**config.mk**
```make
export PLATFORM = sky130hd
export DESIGN_NAME = spi_slave
export DESIGN_NICKNAME = d
export VERILOG_FILES = /design/src/rtl/spi_slave_pkg.sv /design/src/rtl/spi_sync_edge.sv /design/src/rtl/spi_slave.sv
export SDC_FILE = /design/constraint.sdc
export NUM_CORES = 1
export LEC_CHECK = 0
export CAP_MARGIN = 5
export CORE_ASPECT_RATIO = 0.6
export CORE_UTILIZATION = 53
export CTS_CLUSTER_SIZE = 8
export DETAILED_ROUTE_END_ITERATION = 10
export PLACE_DENSITY = 0.78
export SYNTH_ARGS = -nofsm -noshare
export SYNTH_HDL_FRONTEND = slang
export SYNTH_SLANG_ARGS = --single-unit
```
**constraint.sdc**
```tcl
create_clock -name i_clk -period 2.3 [get_ports i_clk]
set_input_delay 0.46 -clock i_clk [delete_from_list [all_inputs] [get_ports i_clk]]
set_output_delay 0.46 -clock i_clk [all_outputs]
set_load 0.005 [all_outputs]
```
**src/rtl/spi_slave_pkg.sv**
```systemverilog
// Shared constants and FSM state encoding for the SPI responder.
// The state enum is shared so that other blocks name the states the same way.
package spi_slave_pkg;

  localparam logic [1:0] SPI_MODE0 = 2'b00;
  localparam int         BITC_W    = 4;

  typedef enum logic {
    ST_IDLE   = 1'b0,
    ST_ACTIVE = 1'b1
  } state_e;

endpackage

```
**src/rtl/spi_sync_edge.sv**
```systemverilog
// Two-flop synchronizer followed by a one-cycle delay stage for edge detection.
// Rise/fall pulses appear after two sync stages; the logic that consumes them acts on the following edge.
module spi_sync_edge #(
  parameter logic RST_VAL = 1'b0
) (
  input  logic i_clk,
  input  logic i_rst,
  input  logic i_async,
  output logic o_rise,
  output logic o_fall
);

  logic r_meta;
  logic r_sync;
  logic r_dly;

  always_ff @(posedge i_clk or posedge i_rst) begin
    if (i_rst) begin
      r_meta <= RST_VAL;
      r_sync <= RST_VAL;
      r_dly  <= RST_VAL;
    end else begin
      r_meta <= i_async;
      r_sync <= r_meta;
      r_dly  <= r_sync;
    end
  end

  assign o_rise = r_sync & ~r_dly;
  assign o_fall = ~r_sync & r_dly;

endmodule

```
**src/rtl/spi_slave.sv**
```systemverilog
// Mode-0 SPI responder: oversamples Sck/CsN/Mosi, shifts words in MSB first and
// returns a preloaded word (or IDLE_TX on underrun) on Miso within the same frame.
//
//   state     | meaning
//   ST_IDLE   | deselected, Miso disabled, Sck ignored
//   ST_ACTIVE | selected, shifting on synchronized Sck edges
module spi_slave
  import spi_slave_pkg::*;
#(
  parameter int                 SPI_LEN = 8,
  parameter logic [SPI_LEN-1:0] IDLE_TX = {SPI_LEN{1'b1}}
) (
  input  logic               i_clk,
  input  logic               i_rst,
  input  logic               i_sck,
  input  logic               i_cs_n,
  input  logic               i_mosi,
  output logic               o_miso,
  output logic               o_miso_oe,
  input  logic [SPI_LEN-1:0] i_tx_data,
  input  logic               i_tx_load,
  output logic               o_tx_ready,
  output logic [SPI_LEN-1:0] o_rx_data,
  output logic               o_rx_valid,
  output logic               o_underrun
);

  localparam logic [BITC_W-1:0] LEN_C = BITC_W'(SPI_LEN);

  logic w_sck_rise;
  logic w_sck_fall;
  logic w_cs_rise;
  logic w_cs_fall;

  spi_sync_edge #(.RST_VAL(1'b0)) u_sync_sck (
    .i_clk   (i_clk),
    .i_rst   (i_rst),
    .i_async (i_sck),
    .o_rise  (w_sck_rise),
    .o_fall  (w_sck_fall)
  );

  spi_sync_edge #(.RST_VAL(1'b1)) u_sync_cs (
    .i_clk   (i_clk),
    .i_rst   (i_rst),
    .i_async (i_cs_n),
    .o_rise  (w_cs_rise),
    .o_fall  (w_cs_fall)
  );

  // Mosi gets the same two-stage delay as Sck so it lines up with the rise pulse.
  logic r_mosi_meta;
  logic r_mosi_sync;

  always_ff @(posedge i_clk or posedge i_rst) begin
    if (i_rst) begin
      r_mosi_meta <= 1'b0;
      r_mosi_sync <= 1'b0;
    end else begin
      r_mosi_meta <= i_mosi;
      r_mosi_sync <= r_mosi_meta;
    end
  end

  state_e              r_state;
  state_e              w_state_nxt;
  logic [BITC_W-1:0]   r_bitc;
  logic [SPI_LEN-1:0]  r_rx_shift;
  logic [SPI_LEN-1:0]  r_tx_shift;
  logic [SPI_LEN-1:0]  r_hold;
  logic                r_tx_ready;
  logic                r_skip_fall;
  logic [SPI_LEN-1:0]  r_rx_data;
  logic                r_rx_valid;
  logic                r_underrun;

  logic w_start;
  logic w_leave;
  logic w_word_done;
  logic w_reload;
  logic w_sample;
  logic w_shift;
  logic w_load_tx;

  always_ff @(posedge i_clk or posedge i_rst) begin
    if (i_rst) begin
      r_state <= ST_IDLE;
    end else begin
      r_state <= w_state_nxt;
    end
  end

  always_comb begin
    w_state_nxt = r_state;
    w_start     = 1'b0;
    w_leave     = 1'b0;
    w_word_done = 1'b0;
    w_reload    = 1'b0;
    w_sample    = 1'b0;
    w_shift     = 1'b0;
    case (r_state)
      ST_IDLE: begin
        // Select wins over a coincident Sck edge; Sck is ignored here.
        if (w_cs_fall) begin
          w_state_nxt = ST_ACTIVE;
          w_start     = 1'b1;
        end
      end
      ST_ACTIVE: begin
        w_word_done = (r_bitc == LEN_C);
        if (w_cs_rise) begin
          w_state_nxt = ST_IDLE;
          w_leave     = 1'b1;
        end else begin
          w_reload = w_word_done;
          w_sample = w_sck_rise & ~w_word_done;
          w_shift  = w_sck_fall;
        end
      end
      default: begin
        w_state_nxt = ST_IDLE;
      end
    endcase
  end

  assign w_load_tx = w_start | w_reload;

  always_ff @(posedge i_clk or posedge i_rst) begin
    if (i_rst) begin
      r_bitc      <= '0;
      r_rx_shift  <= '0;
      r_tx_shift  <= '0;
      r_hold      <= '0;
      r_tx_ready  <= 1'b1;
      r_skip_fall <= 1'b0;
      r_rx_data   <= '0;
      r_rx_valid  <= 1'b0;
      r_underrun  <= 1'b0;
    end else begin
      r_rx_valid <= 1'b0;
      r_underrun <= 1'b0;

      if (i_tx_load) begin
        r_hold <= i_tx_data;
      end

      // A load coinciding with a reload: the reload takes the old contents
      // and the newly captured word keeps the holding register full.
      if (i_tx_load) begin
        r_tx_ready <= 1'b0;
      end else if (w_load_tx && !r_tx_ready) begin
        r_tx_ready <= 1'b1;
      end

      if (w_load_tx) begin
        if (!r_tx_ready) begin
          r_tx_shift <= r_hold;
        end else begin
          r_tx_shift <= IDLE_TX;
          r_underrun <= 1'b1;
        end
      end else if (w_shift && !r_skip_fall) begin
        r_tx_shift <= r_tx_shift << 1;
      end

      // The fall right after a reload would drop the freshly loaded MSB.
      if (w_reload) begin
        r_skip_fall <= 1'b1;
      end else if (w_start || w_leave || w_shift) begin
        r_skip_fall <= 1'b0;
      end

      if (w_start || w_leave || w_word_done) begin
        r_bitc <= '0;
      end else if (w_sample) begin
        r_bitc <= r_bitc + 1'b1;
      end

      if (w_sample) begin
        r_rx_shift <= {r_rx_shift[SPI_LEN-2:0], r_mosi_sync};
      end

      if (w_word_done) begin
        r_rx_data  <= r_rx_shift;
        r_rx_valid <= 1'b1;
      end
    end
  end

  assign o_miso     = r_tx_shift[SPI_LEN-1];
  assign o_miso_oe  = (r_state == ST_ACTIVE);
  assign o_tx_ready = r_tx_ready;
  assign o_rx_data  = r_rx_data;
  assign o_rx_valid = r_rx_valid;
  assign o_underrun = r_underrun;

endmodule

```
==> impl_metrics.toml <==
[outcome]
status = "finished clean"

[critical_path]
slowest_stage = "dfstp_2"
cp_data_arrival_time_ps = 1490
path_buf_inv = 1
path_cells = "clkdlybuf4s50_1"
critical_path.max_stage_delay_ps = 640
critPathMaxFanout = 10
critPathTopFamily = "flip-flops"
startpoint_type = "register"
setup.worst_path.end_class = "output pin"
path_class = "reg -> out"
required_ps = 1840

[route]
viasPerCell = 5.32
num_vias = 1170
wl_um = 3350
drtIter0Drc = 44
dr.pass1.iters = 4
ant_nets = 0
drc = 0
routedWlPerCell_um = 15.2

[floorplanning]
dieArea_um2 = 3930
rows = 16
dieHeight_um = 49.0
io_pins = 27
coreArea_um2 = 3380
die_x_um = 80.3
initial_core_util_pct = 57.7

[clocking]
worst_skew_pair.late_latency_ps = 310
clockBufferDepth = 2
cts_buffers = 5
cts_hold_buf = 0
htreeDepth = 2
cts_tree = "done"
path_clk_slew_ps = 90
postCtsSetupRepairBufs = 0
post_cts_resized = 0
cts-root-buf = "clkbuf_8"
cts_sinks = 49

[yosys]
synth_edf_count = 0
synth_common_cells = "45 x dfrtp_1, 22 x mux2_2, 10 x a21oi_1"
synth_seq_cells = 49
yosysMostFrequentCell = "dfrtp_1"
synthArstFlopShare_pct = 100
synth_nets = 161
synth_area_leader_cell = "dfrtp_1"
ys_seq_area_share_pct = 63.1
synth_area_leaders = "dfrtp_1 58%, mux2_2 13%, dfstp_2 5.4%"
yosysTopAreaCellShare_pct = 57.7
synth_cells = 145
synth.cell_area_um2 = 1950
yosysWarnings = 0
synth-main-ff-cell = "dfrtp_1"
syn_avg_cell_area_um2 = 13.5
yosysUniqueCellTypes = 31

[job]
cap_violations = 0

[timing]
slew_viol_final = 0
setup_viol = 0
worstMarginPinSlew_ps = 586
fin_skew_ps = 11.3
min_period_over_period_pct = 84.7
setup_ws_ps = 352
rsz0062_at_grt = "no"
finalCriticalPeriod_ps = 1950
finalSetupTns_ps = 0
fmax_ghz = 0.513
hold_viol = 0
slew_headroom_pct = 61.0

[cells_and_area]
syn_to_final_growth_pct = 21.4
drive_above_1_share_pct = 22.3
antenna_cells = 0
instances_no_fill = 220
nets = 190

[power]
irDropWorstVdd_v = 0.000434
finalPower_uw = 1970
leakagePower_uw = 0.00109
powerDensity_nw_per_um2 = 830

[hold_path]
hp-class = "reg -> reg"

[grt]
antenna_found_initial = 0
grt_max_degree = 50
grt_remaining_overflow = 0
grt_pass1_vias = 1190
grt_pass1_wl_um = 5700
grtUsageTotal_pct = 20.1

[placed_design]
place_ws_ps = 515
hpwl_um = 2410
numPortBuffers = 26
place.gp.congestion = 0.798
post-place-cells = 212
layer usage:
layer  GRT usage (%)  up-vias  part of all wire [%]
li1                -      566                     -
met1            28.5      573                    51
met2            29.2       27                    44
met3            6.92        4                   4.1
met4            6.85        0                   1.2
met5               0        -                     0
worst paths after layout:
check,start,depth (start not counted),endpoint,slack (ps)
worst min register to register,u_sync_cs.r_meta,0,u_sync_cs.r_sync,360
min in group asynchronous,i_rst,3,o_underrun,600
worst min-delay path,u_sync_cs.r_meta,0,u_sync_cs.r_sync,360
worst max register to register,r_bitc[0],6,r_rx_shift[5],490
max in group asynchronous,i_rst,3,u_sync_sck.r_sync,1300
worst max-delay path,o_tx_ready,1,o_tx_ready,350
cell type report:
| class | count | area (um2) |
|---|---|---|
| clock buffers | 5 | 68.8 |
| repair buffers | 29 | 283 |
| fillers | 237 | 1010 |
| clock inverters | 3 | 47.5 |
| well taps | 45 | 56.3 |
| inverters | 5 | 18.8 |
| flip-flops and latches | 49 | 1230 |
| multi-input cells | 84 | 663 |
layout by cell type, fill, tap and decap left out, types with 2 or more instances in the layout:
cell type,count
clkdlybuf4s50_1,26
inv_1,4
mux2_1,2
nor3_1,7
mux2_2,22
inv_6,2
nor2b_1,2
dfstp_2,4
o21ai_0,4
nor2_1,7
clkbuf_8,5
a21oi_1,10
nand2_1,3
ha_1,2
mux2i_1,8
dfrtp_1,45
nand2b_1,3
nand4_1,2
buf_4,3
flip-flops by register name, summed over array words and instances, names as in the netlist, 4 cells and up:
signal	count
o_rx_data	8
r_bitc	4
r_hold	8
r_rx_shift	8
r_tx_shift	8
metrics by stage:
step | hold slack, ps | instance area (um2) | utilization (%)
2_1_floorplan | 331 | 1950 | -
3_3_place_gp | 333 | 2250 | 66.6
3_5_place_dp | 349 | 2250 | 66.6
4_1_cts | 365 | 2370 | 70.0
5_1_grt | 369 | 2370 | 70.0
6_report | 362 | 2370 | 70.0
power by group:
part | switching [uW] | internal [uW] | leakage [uW]
Sequential | 96.1 | 997 | 0.000606
Clock | 291 | 331 | 0.0000591
Combinational | 102 | 149 | 0.000430
kinds of logic after synthesis:
family / after synthesis / synth area share, %
AND/OR/NAND/NOR: 31 / 8.98
multiplexers: 32 / 18.0
flip-flops: 49 / 63.1
buffers and inverters: 12 / 2.89
adder cells (fa/ha/maj): 2 / 1.28
XOR/XNOR: 2 / 0.898
AO/OA/AOI/OAI: 17 / 4.87
(Power assumes the default switching activity.)
